### src/rtl/render_pkg.sv
// Shared types and widths for the render scheduler.
// Coordinate, address and colour widths live here so all units agree.
package render_pkg;

    localparam int X_W    = 9;
    localparam int Y_W    = 8;
    localparam int ADDR_W = 16;
    localparam int RGB_W  = 24;
    localparam int CNT_W  = 16;

    typedef enum logic [1:0] {
        IDLE,
        DISPATCH,
        DRAIN,
        DONE
    } state_t;

endpackage

### src/rtl/rr_arbiter.sv
// Round-robin arbiter with one-hot grant.
// The pointer names the highest-priority core and moves past each winner.
module rr_arbiter #(
    parameter int N = 2
) (
    input  logic         clk,
    input  logic         rst_n,
    input  logic         en,
    input  logic [N-1:0] req,
    output logic [N-1:0] grant
);

    localparam int PW = (N > 1) ? $clog2(N) : 1;

    logic [PW-1:0] ptr;
    logic [PW-1:0] ptr_nxt;
    logic          found;
    int            pos;

    // Grant the first requester found scanning upward from the pointer.
    always_comb begin
        grant   = '0;
        ptr_nxt = ptr;
        found   = 1'b0;
        pos     = 0;
        for (int k = 0; k < N; k++) begin
            pos = int'(ptr) + k;
            if (pos >= N) begin
                pos = pos - N;
            end
            if (en && !found && req[PW'(pos)]) begin
                found             = 1'b1;
                grant[PW'(pos)]   = 1'b1;
                ptr_nxt = (pos == N - 1) ? '0 : PW'(pos + 1);
            end
        end
    end

    // Advance priority only when a grant is actually issued.
    always_ff @(posedge clk or negedge rst_n) begin
        if (!rst_n) begin
            ptr <= '0;
        end else if (found) begin
            ptr <= ptr_nxt;
        end
    end

endmodule

### src/rtl/render_scheduler.sv
// Frame render scheduler: hands raster jobs to cores and
// collects their pixels into framebuffer writes.
module render_scheduler
    import render_pkg::*;
#(
    parameter int WIDTH     = 320,
    parameter int HEIGHT    = 180,
    parameter int NUM_CORES = 2
) (
    input  logic                                clk_pixel_in,
    input  logic                                rst_in,
    input  logic                                start_in,
    output logic                                busy_out,
    output logic                                frame_done_out,
    output logic [NUM_CORES-1:0]                job_valid_out,
    input  logic [NUM_CORES-1:0]                job_ready_in,
    output logic [X_W-1:0]                      job_x_out,
    output logic [Y_W-1:0]                      job_y_out,
    input  logic [NUM_CORES-1:0]                res_valid_in,
    output logic [NUM_CORES-1:0]                res_ready_out,
    input  logic [NUM_CORES-1:0][X_W-1:0]       res_x_in,
    input  logic [NUM_CORES-1:0][Y_W-1:0]       res_y_in,
    input  logic [NUM_CORES-1:0][RGB_W-1:0]     res_rgb_in,
    output logic                                fb_we_out,
    output logic [ADDR_W-1:0]                   fb_addr_out,
    output logic [RGB_W-1:0]                    fb_data_out
);

    state_t               state;
    state_t               state_nxt;
    logic [X_W-1:0]       x;
    logic [Y_W-1:0]       y;
    logic [CNT_W-1:0]     outstanding;
    logic [NUM_CORES-1:0] job_gnt;
    logic [NUM_CORES-1:0] res_gnt;
    logic                 job_en;
    logic                 res_en;
    logic                 job_xfer;
    logic                 res_acc;
    logic                 x_last;
    logic                 y_last;
    logic                 last_job;
    logic [X_W-1:0]       sel_x;
    logic [Y_W-1:0]       sel_y;
    logic [RGB_W-1:0]     sel_rgb;

    assign job_en   = (state == DISPATCH);
    assign res_en   = (state == DISPATCH) || (state == DRAIN);
    assign job_xfer = |job_gnt;
    assign res_acc  = |res_gnt;
    assign x_last   = (x == X_W'(WIDTH - 1));
    assign y_last   = (y == Y_W'(HEIGHT - 1));
    assign last_job = job_xfer && x_last && y_last;

    assign job_valid_out = job_gnt;
    assign res_ready_out = res_gnt;
    assign job_x_out     = x;
    assign job_y_out     = y;

    rr_arbiter #(.N(NUM_CORES)) u_job_arb (
        .clk   (clk_pixel_in),
        .rst_n (rst_in),
        .en    (job_en),
        .req   (job_ready_in),
        .grant (job_gnt)
    );

    rr_arbiter #(.N(NUM_CORES)) u_res_arb (
        .clk   (clk_pixel_in),
        .rst_n (rst_in),
        .en    (res_en),
        .req   (res_valid_in),
        .grant (res_gnt)
    );

    // State register.
    always_ff @(posedge clk_pixel_in or negedge rst_in) begin
        if (!rst_in) begin
            state <= IDLE;
        end else begin
            state <= state_nxt;
        end
    end

    // Next state and status outputs; drain waits for the last write.
    always_comb begin
        state_nxt      = state;
        busy_out       = 1'b1;
        frame_done_out = 1'b0;
        case (state)
            IDLE: begin
                busy_out = 1'b0;
                if (start_in) begin
                    state_nxt = DISPATCH;
                end
            end
            DISPATCH: begin
                if (last_job) begin
                    state_nxt = DRAIN;
                end
            end
            DRAIN: begin
                if (outstanding == '0 && !fb_we_out) begin
                    state_nxt = DONE;
                end
            end
            DONE: begin
                frame_done_out = 1'b1;
                state_nxt      = IDLE;
            end
            default: begin
                state_nxt = IDLE;
            end
        endcase
    end

    // Raster coordinate walk, advancing only on a job transfer.
    always_ff @(posedge clk_pixel_in or negedge rst_in) begin
        if (!rst_in) begin
            x <= '0;
            y <= '0;
        end else if (state == IDLE && start_in) begin
            x <= '0;
            y <= '0;
        end else if (job_xfer) begin
            if (x_last) begin
                x <= '0;
                y <= y_last ? '0 : y + 1'b1;
            end else begin
                x <= x + 1'b1;
            end
        end
    end

    // Jobs handed out but not yet returned.
    always_ff @(posedge clk_pixel_in or negedge rst_in) begin
        if (!rst_in) begin
            outstanding <= '0;
        end else begin
            case ({job_xfer, res_acc})
                2'b10:   outstanding <= outstanding + 1'b1;
                2'b01:   outstanding <= outstanding - 1'b1;
                default: outstanding <= outstanding;
            endcase
        end
    end

    // Steer the granted core's result payload.
    always_comb begin
        sel_x   = '0;
        sel_y   = '0;
        sel_rgb = '0;
        for (int i = 0; i < NUM_CORES; i++) begin
            if (res_gnt[i]) begin
                sel_x   = res_x_in[i];
                sel_y   = res_y_in[i];
                sel_rgb = res_rgb_in[i];
            end
        end
    end

    // Framebuffer write one cycle after acceptance; address and data hold.
    always_ff @(posedge clk_pixel_in or negedge rst_in) begin
        if (!rst_in) begin
            fb_we_out   <= 1'b0;
            fb_addr_out <= '0;
            fb_data_out <= '0;
        end else begin
            fb_we_out <= res_acc;
            if (res_acc) begin
                fb_addr_out <= ADDR_W'(sel_y) * ADDR_W'(WIDTH)
                             + ADDR_W'(sel_x);
                fb_data_out <= sel_rgb;
            end
        end
    end

endmodule

### config.mk
export PLATFORM = sky130hd
export DESIGN_NAME = render_scheduler
export DESIGN_NICKNAME = d
export VERILOG_FILES = /design/src/rtl/render_pkg.sv /design/src/rtl/rr_arbiter.sv /design/src/rtl/render_scheduler.sv
export SDC_FILE = /design/constraint.sdc
export NUM_CORES = 1
export LEC_CHECK = 0
export ABC_AREA = 1
export ABC_CLOCK_PERIOD_IN_PS = 9950
export BUFFER_PORTS_ARGS = -buffer_cell sky130_fd_sc_hd__clkbuf_2
export CORE_MARGIN = 8
export CORE_UTILIZATION = 40
export CTS_CLUSTER_DIAMETER = 60
export DETAILED_ROUTE_END_ITERATION = 16
export PLACE_DENSITY_LB_ADDON = 0.12
export SLEW_MARGIN = 20
export SYNTH_ARGS = -nofsm -noshare
export SYNTH_HDL_FRONTEND = slang
export SYNTH_SLANG_ARGS = --single-unit
### constraint.sdc
create_clock -name clk_pixel_in -period 9.95 [get_ports clk_pixel_in]
set_input_delay 0.4975 -clock clk_pixel_in [delete_from_list [all_inputs] [get_ports clk_pixel_in]]
set_output_delay 0.4975 -clock clk_pixel_in [all_outputs]
set_load 0.1 [all_outputs]
==> results of run 1 <==
[worst min-delay path by stage]
stage                     slack, ns         endpoint  depth (start not counted)             from
after floorplan                0.20   fb_addr_out[0]                          0           rst_in
after global placement         0.46  fb_data_out[12]                          2  fb_data_out[12]
after detailed placement       0.47  fb_data_out[12]                          2  fb_data_out[12]
after CTS                      0.33  fb_data_out[22]                          3   res_rgb_in[22]
after global routing           0.26   outstanding[9]                          1           rst_in
final                          0.17   outstanding[4]                          1           rst_in
[worst max-delay path, stage by stage (launching register included)]
cell and delay, ns:
dfrtp_1 0.39, inv_1 0.10, ha_1 0.35, nand3_2 0.09, buf_4 0.44, nor2_1 0.13
ha_1 0.32, ha_1 0.22, inv_1 0.09, fa_1 0.45, nor2_1 0.15, nand2_1 0.12
nor2_1 0.20, nand3_1 0.13, nor2_1 0.10, nand2_1 0.05, nand3_1 0.06, nand2_1 0.05
[cells in the final DEF, fill, tap and decap left out, types with 6 or more instances in the layout]
cell type	n
dfrtp_1	78
ha_1	31
nand3_1	35
nor3_1	9
nand4_1	9
nor2_1	54
o21ai_0	25
nand2_1	216
xor2_1	9
clkbuf_2	106
clkbuf_16	9
or2_2	6
a21oi_1	32
inv_1	63
[state kept, by name, indices dropped and copies added (netlist names)]
name	cells
fb_addr_out	16
fb_data_out	24
fb_we_out	1
job_x_out	9
job_y_out	8
outstanding	16
state	2
u_job_arb.ptr	1
u_res_arb.ptr	1
[routing by layer]
metal | wire length (um) | up-vias | global-route usage [%]
li1 | - | 2234 | -
met1 | 5370 | 1943 | 18.7
met2 | 5110 | 86 | 24.1
met3 | 763 | 13 | 4.97
met4 | 206 | 0 | 6.66
met5 | 0 | - | 0
[logic make-up (layout without fill, tap and decap cells)]
logic type,count (synthesis),after routing,synth area share [%]
other,1,2,0.0789
AO/OA/AOI/OAI,78,78,9.23
adder cells (fa/ha/maj),33,33,9.00
XOR/XNOR,13,13,2.39
buffers and inverters,82,192,6.95
flip-flops,78,78,41.0
AND/OR/NAND/NOR,348,348,31.3
[cell type report]
| class | count | area (um2) | area share, % |
|---|---|---|---|
| Sequential cell | 78 | 1950 | 33.9 |
| Multi-Input combinational cell | 474 | 2480 | 43.1 |
| Timing Repair Buffer | 109 | 557 | 9.68 |
| Clock inverter | 6 | 91.3 | 1.59 |
| Inverter | 67 | 251 | 4.37 |
| Clock buffer | 10 | 239 | 4.15 |
| Tap cell | 147 | 184 | 3.20 |
[through the flow]
step / util (%) / hold WS [ns]
after detailed placement: 45.9 / 0.465
after floorplan: - / 0.202
after global placement: 45.9 / 0.462
after CTS: 48.7 / 0.329
final: 48.7 / 0.168
after global routing: 48.7 / 0.264
==> reports/summary.txt, run 1 <==
Reg clk slew, reported paths -> 0.06 ns
vias per inst -> 4.80
chip height -> 125 um
CTS H-tree depth -> 3
DP Worst Slack -> 6.34 ns
DP Wirelength -> 8540 um
count leader, synth -> nand2_1
Layout fillers -> 1167
CTS root buf -> clkbuf_16
CP endpoint kind -> flip-flop
post-synthesis sequential area ratio -> 41.0%
EDFF count, synth -> 0
CP Max Fanout -> 54
First-pass DRT Iterations -> 4
first-pass GRT wire length -> 19900 um
total negative slack -> 0 ns
Nets -> 861
synth unique cells -> 40
Data required, critical path -> 10.18 ns
RR Endpoint -> fb_addr_out[15]
I/O Buffers -> 107
Setup WS post-layout -> 6.35 ns
#FFs+latches synth -> 78
post-synthesis instance area -> 4760 um2
Max Clock Freq -> 0.277 GHz
antenna viol nets, final -> 0
synth cell count leaders -> nand2_1, dfrtp_1, inv_1
Finished Cell Area -> 5750 um2
outcome -> finished clean
Worst Skew -> 0.00751 ns
post-synth top area cell -> dfrtp_1
vias in the first global route -> 4237
Post-DP Area -> 5420 um2
Clock Path Buffers -> 2
cts hold-fix bufs -> 0
CTS Buf Count -> 9
total wire length -> 11500 um
fin crit period -> 3.60 ns
kind of critical path -> flip-flop to flip-flop
initial antenna violation count -> 0
DIE AREA -> 15600 um2
# DRC -> 0
DP Cell Count -> 875
total grt overflow -> 0
Worst-Margin Slew -> 0.701 ns
Synth area leaders -> dfrtp_1, nand2_1, ha_1
Die X -> 125 um
flop2flop setup slack -> 6.35 ns
Pins Over Slew Limit -> 0
Synth top area share -> 41.0%
largest net degree at the start of global routing -> 79
final setup vio count -> 0
final hold vios -> 0
CTS Sinks -> 78
wire per inst -> 12.9 um
RSZ-0062 raised after global routing -> false
post-CTS setup buffers -> 0
Core Box Area -> 11800 um2
# IOs -> 153
n_diodes -> 0
startpoint types -> flip-flop
Layout Cells excl Fill -> 891
CTS tree -> yes
worst setup path startpoint -> state[0]
Synth async-reset ratio -> 100%
crit path DAT -> 3.84 ns
gpl congestion -> 0.864
crit path to -> fb_addr_out[15]
relative slew slack -> 53.3%
cells on worst reg2reg path -> 17
dominant synthesized flop cell -> dfrtp_1
Initial DRC Count -> 202
share of cells above drive strength 1 -> 19.6%
HP Class -> primary input to asynchronous set/reset pin
Max-Cap Viols -> 0
# rows -> 40
gr usage total -> 15.2%
Initial Util -> 40.3%
CTS-repair resized insts -> 0
post-synthesis average cell area -> 7.51 um2
Syn Inst Count -> 633
Skew-Pair Late Insertion Delay -> 0.35 ns
fin crit share -> 36.2%
Syn. warnings -> 0
via count -> 4276
Layout area overhead -> 20.9%
Reg-to-Reg Start -> state[0]
Power of run 1 is left out: the tool's default activity adds up to more than one toggle a clock period on the data nets, which glitch-free logic cannot reach.
==> run 2, diff against run 1 <==
--- a/config.mk
+++ b/config.mk
@@ -6,7 +6,7 @@
 export NUM_CORES = 1
 export LEC_CHECK = 0
 export ABC_AREA = 1
-export ABC_CLOCK_PERIOD_IN_PS = 9950
+export ABC_CLOCK_PERIOD_IN_PS = 3510
 export BUFFER_PORTS_ARGS = -buffer_cell sky130_fd_sc_hd__clkbuf_2
 export CORE_MARGIN = 8
 export CORE_UTILIZATION = 40
==> constraint.sdc (replaced) <==
create_clock -name clk_pixel_in -period 3.51 [get_ports clk_pixel_in]
set_input_delay 0.1755 -clock clk_pixel_in [delete_from_list [all_inputs] [get_ports clk_pixel_in]]
set_output_delay 0.1755 -clock clk_pixel_in [all_outputs]
set_load 0.1 [all_outputs]
==> reports/summary.txt, run 2 (synthesized netlist as in run 1, its figures left out) <==
Max Clock Freq -> 0.312 GHz
via count -> 4362
most frequent cells in the layout -> nand2_1, clkbuf_2, dfrtp_1, inv_1, nor2_1
fin crit period -> 3.20 ns
worst setup path startpoint -> state[0]
CP Max Fanout -> 10
I/O Buffers -> 107
multi-input logic area -> 2500 um2
Reg-to-Reg Start -> state[0]
First-pass DRT Iterations -> 4
Layout fillers -> 1173
HP Class -> primary input to flip-flop
kind of critical path -> flip-flop to flip-flop
DIE AREA -> 15600 um2
# rows -> 40
Post-DP Area -> 5440 um2
Finished Cell Area -> 5780 um2
Core Box Area -> 11800 um2
# DRC -> 0
DP Wirelength -> 8990 um
Initial Util -> 40.3%
Setup WS post-layout -> 0.307 ns
commonest non-fill, non-tap cell in the layout -> nand2_1
first-pass GRT wire length -> 20500 um
initial antenna violation count -> 0
Pins Over Slew Limit -> 0
Reg area -> 1950 um2
# IOs -> 153
CTS tree -> yes
DP Worst Slack -> 0.207 ns
final hold vios -> 0
outcome -> finished clean
largest net degree at the start of global routing -> 79
Skew-Pair Late Insertion Delay -> 0.33 ns
total grt overflow -> 0
CTS H-tree depth -> 3
total wire length -> 11900 um
CP peak stage delay -> 0.46 ns
CTS Sinks -> 78
Data required, critical path -> 3.73 ns
Crit-path slowest cell -> fa_1
Max-Cap Viols -> 0
Biggest register -> fb_data_out
relative slew slack -> 51.4%
CTS root buf -> clkbuf_16
Top Registers -> fb_data_out x24, fb_addr_out x16, outstanding x16
Clock Path Buffers -> 2
RSZ-0062 raised after global routing -> false
wire per inst -> 13.3 um
Worst Skew -> 0.00667 ns
chip height -> 125 um
gr usage total -> 15.7%
gpl congestion -> 0.837
vias in the first global route -> 4379
total negative slack -> 0 ns
Die X -> 125 um
share of cells above drive strength 1 -> 20.2%
Worst-Margin Slew -> 0.729 ns
Initial DRC Count -> 197
crit path DAT -> 3.43 ns
Reg clk slew, reported paths -> 0.06 ns
antenna viol nets, final -> 0
CP endpoint kind -> flip-flop
CTS Buf Count -> 9
n_diodes -> 0
vias per inst -> 4.88
Layout area overhead -> 21.6%
startpoint types -> flip-flop
final setup vio count -> 0
Largest register FFs -> 24
worst hold slack -> 0.0328 ns
CP Cell Sequence -> inv_1 > ha_1 > nand3_4 > nor2_1 > ha_1 > ha_1 > inv_1 > fa_1 > nor2_1 > nand2_1 > nor2_2 > nand3_1 > nor2_1 > nand2_1 > nand3_1 > nand2_1
hold_sp -> res_rgb_in[4]
Nets -> 864
fin crit share -> 91.2%
==> run 2: cell types whose count changed in the layout (fill, tap and decap cells not counted), sizes merged <==
cell         delta
buf             +2
inv             -1
clkinv          +1
dlygate4sd3     +1
bufinv          -1
clkbuf          +1
==> run 2: final timing paths <==
kind	to	slack, ns	cells past startpoint
setup / recovery	fb_addr_out[15]	0.31	16
hold / removal	fb_data_out[4]	0.03	3
setup reg to reg	fb_addr_out[15]	0.31	16
hold reg to reg	fb_addr_out[1]	0.48	2
max in group asynchronous	fb_addr_out[14]	2.56	2
min in group asynchronous	outstanding[9]	0.44	2
==> run 2: repair_timing <==
action                                  4_1_cts  5_1_grt
gates resized for setup                       0        3
endpoints found under the hold margin         0       78
hold buffers                                  0        1
buffers inserted                              0        0
endpoints found under the setup margin        0        1
==> run 2: layout make-up <==
type	instances	share of cell area [%]
tap	147	3.18
sequential	78	33.7
inverter	67	4.35
multi-input combinational	474	43.2
timing repair buffer	112	10.1
clock buffer	11	4.37
clock inverter	5	1.12
==> run 2: metrics by stage <==
stage | utilization, % | cells
after floorplan | - | 634
after global routing | 49.0 | 894
final | 49.0 | 894
after CTS | 48.7 | 893
after global placement | 46.0 | 877
after detailed placement | 46.0 | 877
==> run 2: per-layer routing <==
layer	wire length [um]	up-vias	global-route usage, %
met5	0	-	0
met4	82	0	5.44
met3	825	5	5.27
met2	5560	97	25.1
met1	5430	2015	19.5
li1	-	2245	-
==> run 2: worst max-delay path: cells and delay by family (launching register included) <==
family | cells | cell delay, ns
simple gates | 10 | 1.19
buf+inv | 2 | 0.19
fa+ha+maj | 4 | 1.32
flops | 1 | 0.40
Power of run 2 is left out for the same reason.
